## config.mk

```make
export PLATFORM = sky130hd
export DESIGN_NAME = au_add_seq
export DESIGN_NICKNAME = d
export VERILOG_FILES = /design/src/rtl/au_add_seq_pkg.sv /design/src/rtl/au_add_seq_digit.sv /design/src/rtl/au_add_seq.sv
export SDC_FILE = /design/constraint.sdc
export NUM_CORES = 1
export LEC_CHECK = 0
export ABC_AREA = 1
export CORE_UTILIZATION = 40
export CTS_BUF_LIST = sky130_fd_sc_hd__clkbuf_16
export CTS_CLUSTER_SIZE = 10
export DETAILED_ROUTE_END_ITERATION = 7
export PLACE_DENSITY = 0.65
export SYNTH_ARGS = -nofsm -noshare
export SYNTH_HDL_FRONTEND = slang
export SYNTH_SLANG_ARGS = --single-unit
```

## constraint.sdc

```tcl
create_clock -name clk -period 2.6 [get_ports clk]
set_input_delay 0.78 -clock clk [delete_from_list [all_inputs] [get_ports clk]]
set_output_delay 0.78 -clock clk [all_outputs]
set_load 0.02 [all_outputs]
```

## src/rtl/au_add_seq_pkg.sv

```systemverilog
// Shared definitions for the digit-serial adder: FSM state encoding and
// the slice-count / counter-width derivation used by au_add_seq.
package au_pkg;

  // Controller states. The encoding is binary; only these three are legal.
  typedef enum logic [1:0] {
    ST_IDLE = 2'd0,
    ST_CALC = 2'd1,
    ST_DONE = 2'd2
  } state_t;

  // Number of DIGIT-bit slices making up one WIDTH-bit operand.
  function automatic int slice_count(input int width, input int digit);
    return width / digit;
  endfunction

  // Width of the slice counter; at least one bit even when there is a single slice.
  function automatic int count_width(input int n);
    return (n > 1) ? $clog2(n) : 1;
  endfunction

endpackage

```

## src/rtl/au_add_seq_digit.sv

```systemverilog
// One DIGIT-bit slice of the serial adder: purely combinational.
// Produces the slice sum, the carry into the next slice and a flag
// telling whether this slice of the sum is all zeros.
module au_add_digit #(
  parameter int DIGIT = 4
) (
  input  logic [DIGIT-1:0] a,
  input  logic [DIGIT-1:0] b,
  input  logic             ci,
  output logic [DIGIT-1:0] s,
  output logic             co,
  output logic             zero
);

  logic [DIGIT:0] total;

  // Slice addition with one extra bit to capture the carry-out.
  always_comb begin
    total = {1'b0, a} + {1'b0, b} + {{DIGIT{1'b0}}, ci};
  end

  assign s    = total[DIGIT-1:0];
  assign co   = total[DIGIT];
  assign zero = ~|total[DIGIT-1:0];

endmodule

```

## src/rtl/au_add_seq.sv

```systemverilog
// Digit-serial adder: accepts a, b, ci with a valid/ready handshake, adds
// one DIGIT-bit slice per clock (LSB first, carry held in a register) and
// presents s, co, z with a valid/ready handshake. The zero flag is built up
// slice by slice rather than by comparing the whole sum at the end.
module au_add_seq
  import au_pkg::*;
#(
  parameter int WIDTH = 8,
  parameter int DIGIT = 4
) (
  input  logic             clk,
  input  logic             rst,
  input  logic             in_valid,
  output logic             in_ready,
  input  logic [WIDTH-1:0] a,
  input  logic [WIDTH-1:0] b,
  input  logic             ci,
  output logic             out_valid,
  input  logic             out_ready,
  output logic [WIDTH-1:0] s,
  output logic             co,
  output logic             z
);

  localparam int N  = slice_count(WIDTH, DIGIT);
  localparam int CW = count_width(N);
  localparam logic [CW-1:0] LAST = CW'(N - 1);

  state_t           state;
  logic [WIDTH-1:0] a_q;
  logic [WIDTH-1:0] b_q;
  logic [WIDTH-1:0] acc;
  logic             carry_q;
  logic             zero_q;
  logic [CW-1:0]    cnt;

  logic [31:0]      base;
  logic [DIGIT-1:0] a_sl;
  logic [DIGIT-1:0] b_sl;
  logic [DIGIT-1:0] s_sl;
  logic             c_sl;
  logic             z_sl;
  logic [WIDTH-1:0] next_acc;

  // Bit offset of the slice being worked on in the current CALC cycle.
  always_comb begin
    base = 32'(cnt) * 32'(DIGIT);
  end

  // Pick the current operand slices out of the latched operands; the
  // operand registers themselves are never shifted or overwritten in CALC.
  always_comb begin
    a_sl = a_q[base +: DIGIT];
    b_sl = b_q[base +: DIGIT];
  end

  au_add_digit #(
    .DIGIT (DIGIT)
  ) u_digit (
    .a    (a_sl),
    .b    (b_sl),
    .ci   (carry_q),
    .s    (s_sl),
    .co   (c_sl),
    .zero (z_sl)
  );

  // Partial sum with the current slice merged in; becomes the result on the last slice.
  always_comb begin
    next_acc = acc;
    next_acc[base +: DIGIT] = s_sl;
  end

  // Controller, datapath registers and registered handshake/result outputs.
  always_ff @(posedge clk or posedge rst) begin
    if (rst) begin
      state     <= ST_IDLE;
      a_q       <= '0;
      b_q       <= '0;
      acc       <= '0;
      carry_q   <= 1'b0;
      zero_q    <= 1'b0;
      cnt       <= '0;
      s         <= '0;
      co        <= 1'b0;
      z         <= 1'b0;
      in_ready  <= 1'b1;
      out_valid <= 1'b0;
    end else begin
      case (state)
        ST_IDLE: begin
          if (in_valid) begin
            a_q      <= a;
            b_q      <= b;
            carry_q  <= ci;
            zero_q   <= 1'b1;
            cnt      <= '0;
            acc      <= '0;
            in_ready <= 1'b0;
            state    <= ST_CALC;
          end else begin
            in_ready <= 1'b1;
          end
        end
        ST_CALC: begin
          acc     <= next_acc;
          carry_q <= c_sl;
          zero_q  <= zero_q & z_sl;
          if (cnt == LAST) begin
            // Last slice: publish the completed result and raise out_valid.
            s         <= next_acc;
            co        <= c_sl;
            z         <= zero_q & z_sl;
            out_valid <= 1'b1;
            state     <= ST_DONE;
          end else begin
            cnt <= cnt + CW'(1);
          end
        end
        ST_DONE: begin
          if (out_ready) begin
            // Result consumed; new operands can only be taken from the next cycle on.
            out_valid <= 1'b0;
            in_ready  <= 1'b1;
            state     <= ST_IDLE;
          end else begin
            out_valid <= 1'b1;
          end
        end
        default: begin
          out_valid <= 1'b0;
          in_ready  <= 1'b1;
          state     <= ST_IDLE;
        end
      endcase
    end
  end

endmodule
```

==> results.toml <==
[global_routing]
antenna_found_initial = 0
grt_pass1_vias = 1369
grt_max_degree = 38
grt_overflow = 0
grtUsageTotal_pct = 15.5
grt_pass1_wl_microns = 5820

[logic_synthesis]
synth_warnings = 0
synth_top_area_share_pct = 50.1
synth_top_family_by_area = "simple AND/OR/NAND/NOR gates"
synthSimpleGateAreaFrac_pct = 25.0
synth-xor-area-share_pct = 0
synth-seq-cells = 37
synth-adder-area-share_pct = 6.41
netlist.top_cell.by_area = "dfrtp_1"
synth_area_per_cell_sq_um = 8.32
synth-seq-area-share_pct = 51.6
synth_cell_types = 24
syn_inst = 216
muxShareOfSynthArea_pct = 0
ys_top_cells_by_area = "dfrtp_1 (50%), nand2_1 (18%), inv_1 (4.8%)"
synth_compound_area_share_pct = 9.54
syn_area_sq_mm = 0.00180
synthesis.nets = 245

[floorplanning]
die_area_sq_mm = 0.00476
core_area_sq_mm = 0.00432
fp.dieW_microns = 69.0
start_util_pct = 41.6
rows = 24
die_height_microns = 69.0
io_pins = 33

[route]
dr.pass1.iters = 4
wl_microns = 3220
dr.first_iter.drc_count = 65
via_per_inst = 4.57
drc = 0
ant_nets = 0
post_drt_wl_per_cell_microns = 10.6
vias = 1394

[clocking]
worstSkewPairLatency_ns = 0.28
cts_root_buf = "clkbuf_16"
cts.clk_slew.worst_paths_ns = 0.05
clkSinkCount = 37
cts_tree = "done"
clock_tree.buffer_depth = 2
cts_hold_buf = 0
cts_buffers = 5
htreeDepth = 2
cts-resized-gates = 0
cts_setup_buffers = 0

[timing]
layout_setup_ws_ns = 0.376
rsz0062_at_grt = "no"
final-setup-viol-count = 0
hold_viol_final = 0
fin_crit_ns = 2.22
fin_setup_tns_ns = 0
post-route-period-util_pct = 85.5
finClkSkew_ns = 0.00417
tightest_slew_ns = 0.445
slew_viol_final = 0
timing.fmax_ghz = 0.450
slew_headroom_pct = 70.3

[layout]
fin_util_pct = 53.3
layout.cells.most_common = "nand2_1"
drive_gt1_share_pct = 8.70
multi_input_area_sq_um = 736
fillerInstances = 437
antenna_cells = 0
final_cell_mix = "nand2_1 (88), dfrtp_1 (36), clkdlybuf4s50_1 (32)"
nNetsFinal = 281
area_growth_pct = 28.2
regArea_sq_um = 927

[placement]
io_buffers = 32
dp_slack_ns = 0.364
routabilityCongestion = 0.839
dpl.hpwl_microns = 2410

[worst_setup_path]
critPathKind = "reg2reg"
critPathArrivalTime_ns = 2.38
cp.required_ns = 2.76
cp-start-kind = "flip-flop"
crit_fanout = 12
end_kind = "flip-flop"

[outcome]
status = "finished clean"

[power_and_ir_drop]
power.leakage_nw = 1.19
comb_power_share_pct = 50.5
swShare_pct = 42.2
p_int_mw = 1.81
power.density_mw_per_mm2 = 1360
seqPwrFrac_pct = 31.9
irDropWorstVdd_uv = 635
p_clk_share_pct = 17.6
p_switching_mw = 1.32
power.total_mw = 3.13

[run]
max_cap_violations = 0

[worst_hold_path]
hold_path_class = "reg2reg"
==> power by group through the flow <==
stage / Sequential (mW) / Combinational (mW) / Clock, mW
5_1_grt: 1.03 / 1.82 / 0.586
3_5_place_dp: 1.01 / 1.59 / 0
2_1_floorplan: 1.05 / 1.10 / 0
6_report: 0.996 / 1.58 / 0.551
4_1_cts: 1.00 / 1.60 / 0.566
3_3_place_gp: 1.00 / 1.57 / 0
==> sequential cells by signal, summed over array words and instances (netlist names) <==
signal	count
b_q	8
in_ready	1
acc	4
carry_q	1
cnt	1
s	8
state	2
co	1
z	1
out_valid	1
zero_q	1
a_q	8
==> per-layer routing <==
layer | up-vias | wire length [microns] | track usage, % | part of all wire, %
li1 | 743 | - | - | -
met1 | 603 | 1500 | 19.0 | 47
met2 | 37 | 1480 | 24.6 | 46
met3 | 11 | 153 | 5.26 | 4.7
met4 | 0 | 89 | 7.48 | 2.8
met5 | - | 0 | 0 | 0
==> critical path, cell delays in order (launching register included) <==
cell,delay [ns]
dfrtp_1,0.61
o21ai_0,0.21
fa_1,0.44
inv_1,0.08
fa_1,0.44
nand3_1,0.11
nor2_1,0.05
nand3_1,0.09
o21ai_0,0.07
==> cell families (layout without fill, tap and decap cells) <==
family                   Yosys count  in the layout
flip-flops                        37             37
buffers and inverters             32             69
AO/OA/AOI/OAI                     30             30
adder cells (fa/ha/maj)            8              8
AND/OR/NAND/NOR                  109            109
==> Yosys cell counts <==
cell	count
or2_2	2
inv_2	3
inv_1	23
inv_4	1
ha_1	6
o22ai_1	1
nand2_2	2
nor3_2	1
o21ai_1	7
buf_4	2
dfstp_2	1
fa_1	2
o32ai_1	1
nand3_1	7
nand2_4	2
o21ai_2	3
dfrtp_1	36
o31ai_1	1
a21oi_1	5
nor2_1	7
nand2_1	88
a31oi_1	2
o21ai_0	10
buf_2	3
==> path summary, 6_finish.rpt <==
kind	startpoint	end	slack [ns]	cells after the start
setup / recovery	cnt$_DFFE_PP0P_	z$_DFFE_PP0P_	0.38	8
hold / removal	acc[3]$_DFFE_PP0P_	s[3]$_DFFE_PP0P_	0.47	2
setup reg to reg	cnt$_DFFE_PP0P_	z$_DFFE_PP0P_	0.38	8
hold reg to reg	acc[3]$_DFFE_PP0P_	s[3]$_DFFE_PP0P_	0.47	2
max in group asynchronous	rst	in_ready$_DFFE_PP1P_	1.36	3
min in group asynchronous	rst	carry_q$_DFFE_PP0P_	0.91	3
==> cell type report <==
type / count / area share, %
tap: 52 / 2.82
sequential: 37 / 40.2
multi-input combinational: 147 / 31.9
clock inverter: 3 / 0.489
timing repair buffer: 34 / 14.6
inverter: 27 / 4.51
clock buffer: 5 / 5.43
==> per-stage QoR <==
| stage | cells | area [sq um] | hold WS, ns |
|---|---|---|---|
| finish | 305 | 2300 | 0.466 |
| CTS | 305 | 2300 | 0.473 |
| global route | 305 | 2300 | 0.501 |
| floorplan | 216 | 1800 | 0.436 |
| detailed placement | 297 | 2170 | 0.460 |
| global placement | 297 | 2170 | 0.453 |
Note: power is estimated with default switching activity, not from simulation.
==> variant: new RTL, config.mk and constraints unchanged <==
Reset style: synchronous (`rst`), changed in one clocked block.
--- a/src/rtl/au_add_seq.sv
+++ b/src/rtl/au_add_seq.sv
@@ -74,3 +74,3 @@
   // Controller, datapath registers and registered handshake/result outputs.
-  always_ff @(posedge clk or posedge rst) begin
+  always_ff @(posedge clk) begin
     if (rst) begin
Function: differs if rst is asserted again (counterexample within 4 cycles, from zero or initial values and one cycle with rst high); with rst held inactive, the same outputs for 10 cycles.
==> variant against the original RTL <==
  * Design area fell by 3.6%
  * Area after synthesis fell by 5.0%
  * Sequential cell count did not move
  * Worst setup slack improved by 190 ps
  * Critical path depth rose by 3
  * Routed wire length rose by 7.5%
  * Critical path type unchanged
  * Largest cell class is now multi-input gates
Power is not compared: it rests on default switching activity, and its combinational part moved more than twofold at a synthesized area within 25%.
==> variant: results (changes against the original RTL) <==
Syn Nets 262 (+6.9%); fillcell total 408 (-6.6%); CTS root buffer clkbuf_16; IO Port Bufs 32 (unchanged); sequential fraction of the synthesis area 0.434 (-0.0820); Layout Cells excl Fill 316 (+3.6%); maximum VDD drop 0.340 mV; Final HPWL DP 2520 um (+4.6%); first-pass GRT wire length 5870 um (+0.82%); CP arrival 2200 ps (-180 ps); synth top area cells dfxtp_1 (43%), nor2_1 (11%), o21ai_0 (9.4%); Max H-tree Level 2 (unchanged); layout cells sized above 1 0.0902 (+0.00327); status finished clean; DR iter-0 viols 63 (-3.1%); clock skew 3.05 ps (-1.12 ps); Resize count post-CTS 0 (unchanged); clock-pin slew on the worst setup and hold paths 50 ps (about the same); router iterations before antenna repair 4 (unchanged); post-synthesis cell type count 25 (+4.2%); Synth Instances 233 (+7.9%); clk_lat worst skew 280 ps (about the same); antenna cells 0 (unchanged); DR vias 1496 (+7.3%); pin count of the biggest net entering global routing 27 (-29%); Ys Warns 0 (unchanged); Avg WL per Cell 11.0 um (+3.8%); vias in the first global route 1370 (+0.073%); Placer Congestion 0.864 (+3.0%); Final Net Count 294 (+4.6%); CP Max Fanout 12 (unchanged); gr usage total 0.175 (+0.0198); Area after DPL 0.00206 mm^2 (-5.0%); Setup Fix Bufs, Post-CTS 0 (unchanged); biggest regs a_q (8), b_q (8), s (8); Leak 0.977 nW; Async S/R FF share, synth 0 (-1.00); CTS max path bufs 2 (unchanged); Worst-Margin Slew 344 ps (-101 ps); HP Class reg -> reg; Commonest cells post-synth nor2_1 (49), dfxtp_1 (37), nand2_1 (36); Num CTS Buffers 5 (unchanged); Placed Cells 308 (+3.7%); initial antenna violation count 0 (unchanged)
[variant: changes by cell type in the layout (fill, tap and decap cells not counted), moves of 3 or more]
cell and change:
buf_4 +3, nor2_1 +42, inv_1 -10, a21oi_1 +13
dfxtp_1 +37, nand2_1 -52, o21ai_1 -7, dfrtp_1 -36
o21ai_0 +22, inv_2 +3
[variant: power breakdown]
part           total, W  internal, W  switching [W]
logic          0.000490     0.000200       0.000290
registers      0.000681     0.000641      0.0000395
clock network  0.000658     0.000445       0.000213
total           0.00183      0.00129       0.000543
[variant: layout make-up]
class / instances / area, um^2 / area share
Tap cell: 50 / 62.6 / 0.0282
Clock inverter: 3 / 37.5 / 0.0169
Multi-Input combinational cell: 163 / 818 / 0.368
Timing Repair Buffer: 37 / 358 / 0.161
Sequential cell: 37 / 741 / 0.334
Inverter: 21 / 78.8 / 0.0355
Clock buffer: 5 / 125 / 0.0563
[variant: per-layer routing]
| metal | up-vias | wire [um] | part of all wire | GRT usage |
|---|---|---|---|---|
| li1 | 806 | - | - | - |
| met1 | 651 | 1650 | 0.48 | 0.214 |
| met2 | 34 | 1640 | 0.47 | 0.288 |
| met3 | 5 | 141 | 0.041 | 0.0507 |
| met4 | 0 | 30 | 0.0087 | 0.0691 |
| met5 | - | 0 | 0 | 0 |
[variant: worst max-delay path, stage by stage (launching register included)]
cell     delay [ps]
dfxtp_1         360
inv_1           170
or2_2           320
o21ai_0         150
inv_1           100
ha_1            290
nand3_1         100
nand3_1          70
nand2_1         100
nand2_1          70
o21ai_0         150
inv_1            50
[variant: per-stage QoR]
stage,power [W],setup slack (ps),hold WS (ps)
floorplan,0.00105,588,424
global placement,0.00118,511,447
detailed placement,0.00119,504,452
CTS,0.00185,568,460
global route,0.00196,330,496
finish,0.00183,571,453
[variant: final timing paths]
kind                                     startpoint                   to  slack [ps]  depth (start not counted)
worst max-delay path               cnt$_SDFFE_PP0P_    s[7]$_SDFFE_PP0P_         570                         11
worst min-delay path            a_q[0]$_SDFFE_PP0P_  a_q[0]$_SDFFE_PP0P_         450                          2
worst max register to register     cnt$_SDFFE_PP0P_    s[7]$_SDFFE_PP0P_         570                         11
worst min register to register  a_q[0]$_SDFFE_PP0P_  a_q[0]$_SDFFE_PP0P_         450                          2
[variant: cells by family after synthesis]
kind of cell | after synthesis | synth area share
AOI/OAI and AO/OA | 56 | 0.174
xor gates and xnor gates | 1 | 0.00513
adders and majority gates | 8 | 0.0674
buffers and inverters | 33 | 0.0865
DFF | 37 | 0.434
and+or+nand+nor | 98 | 0.232
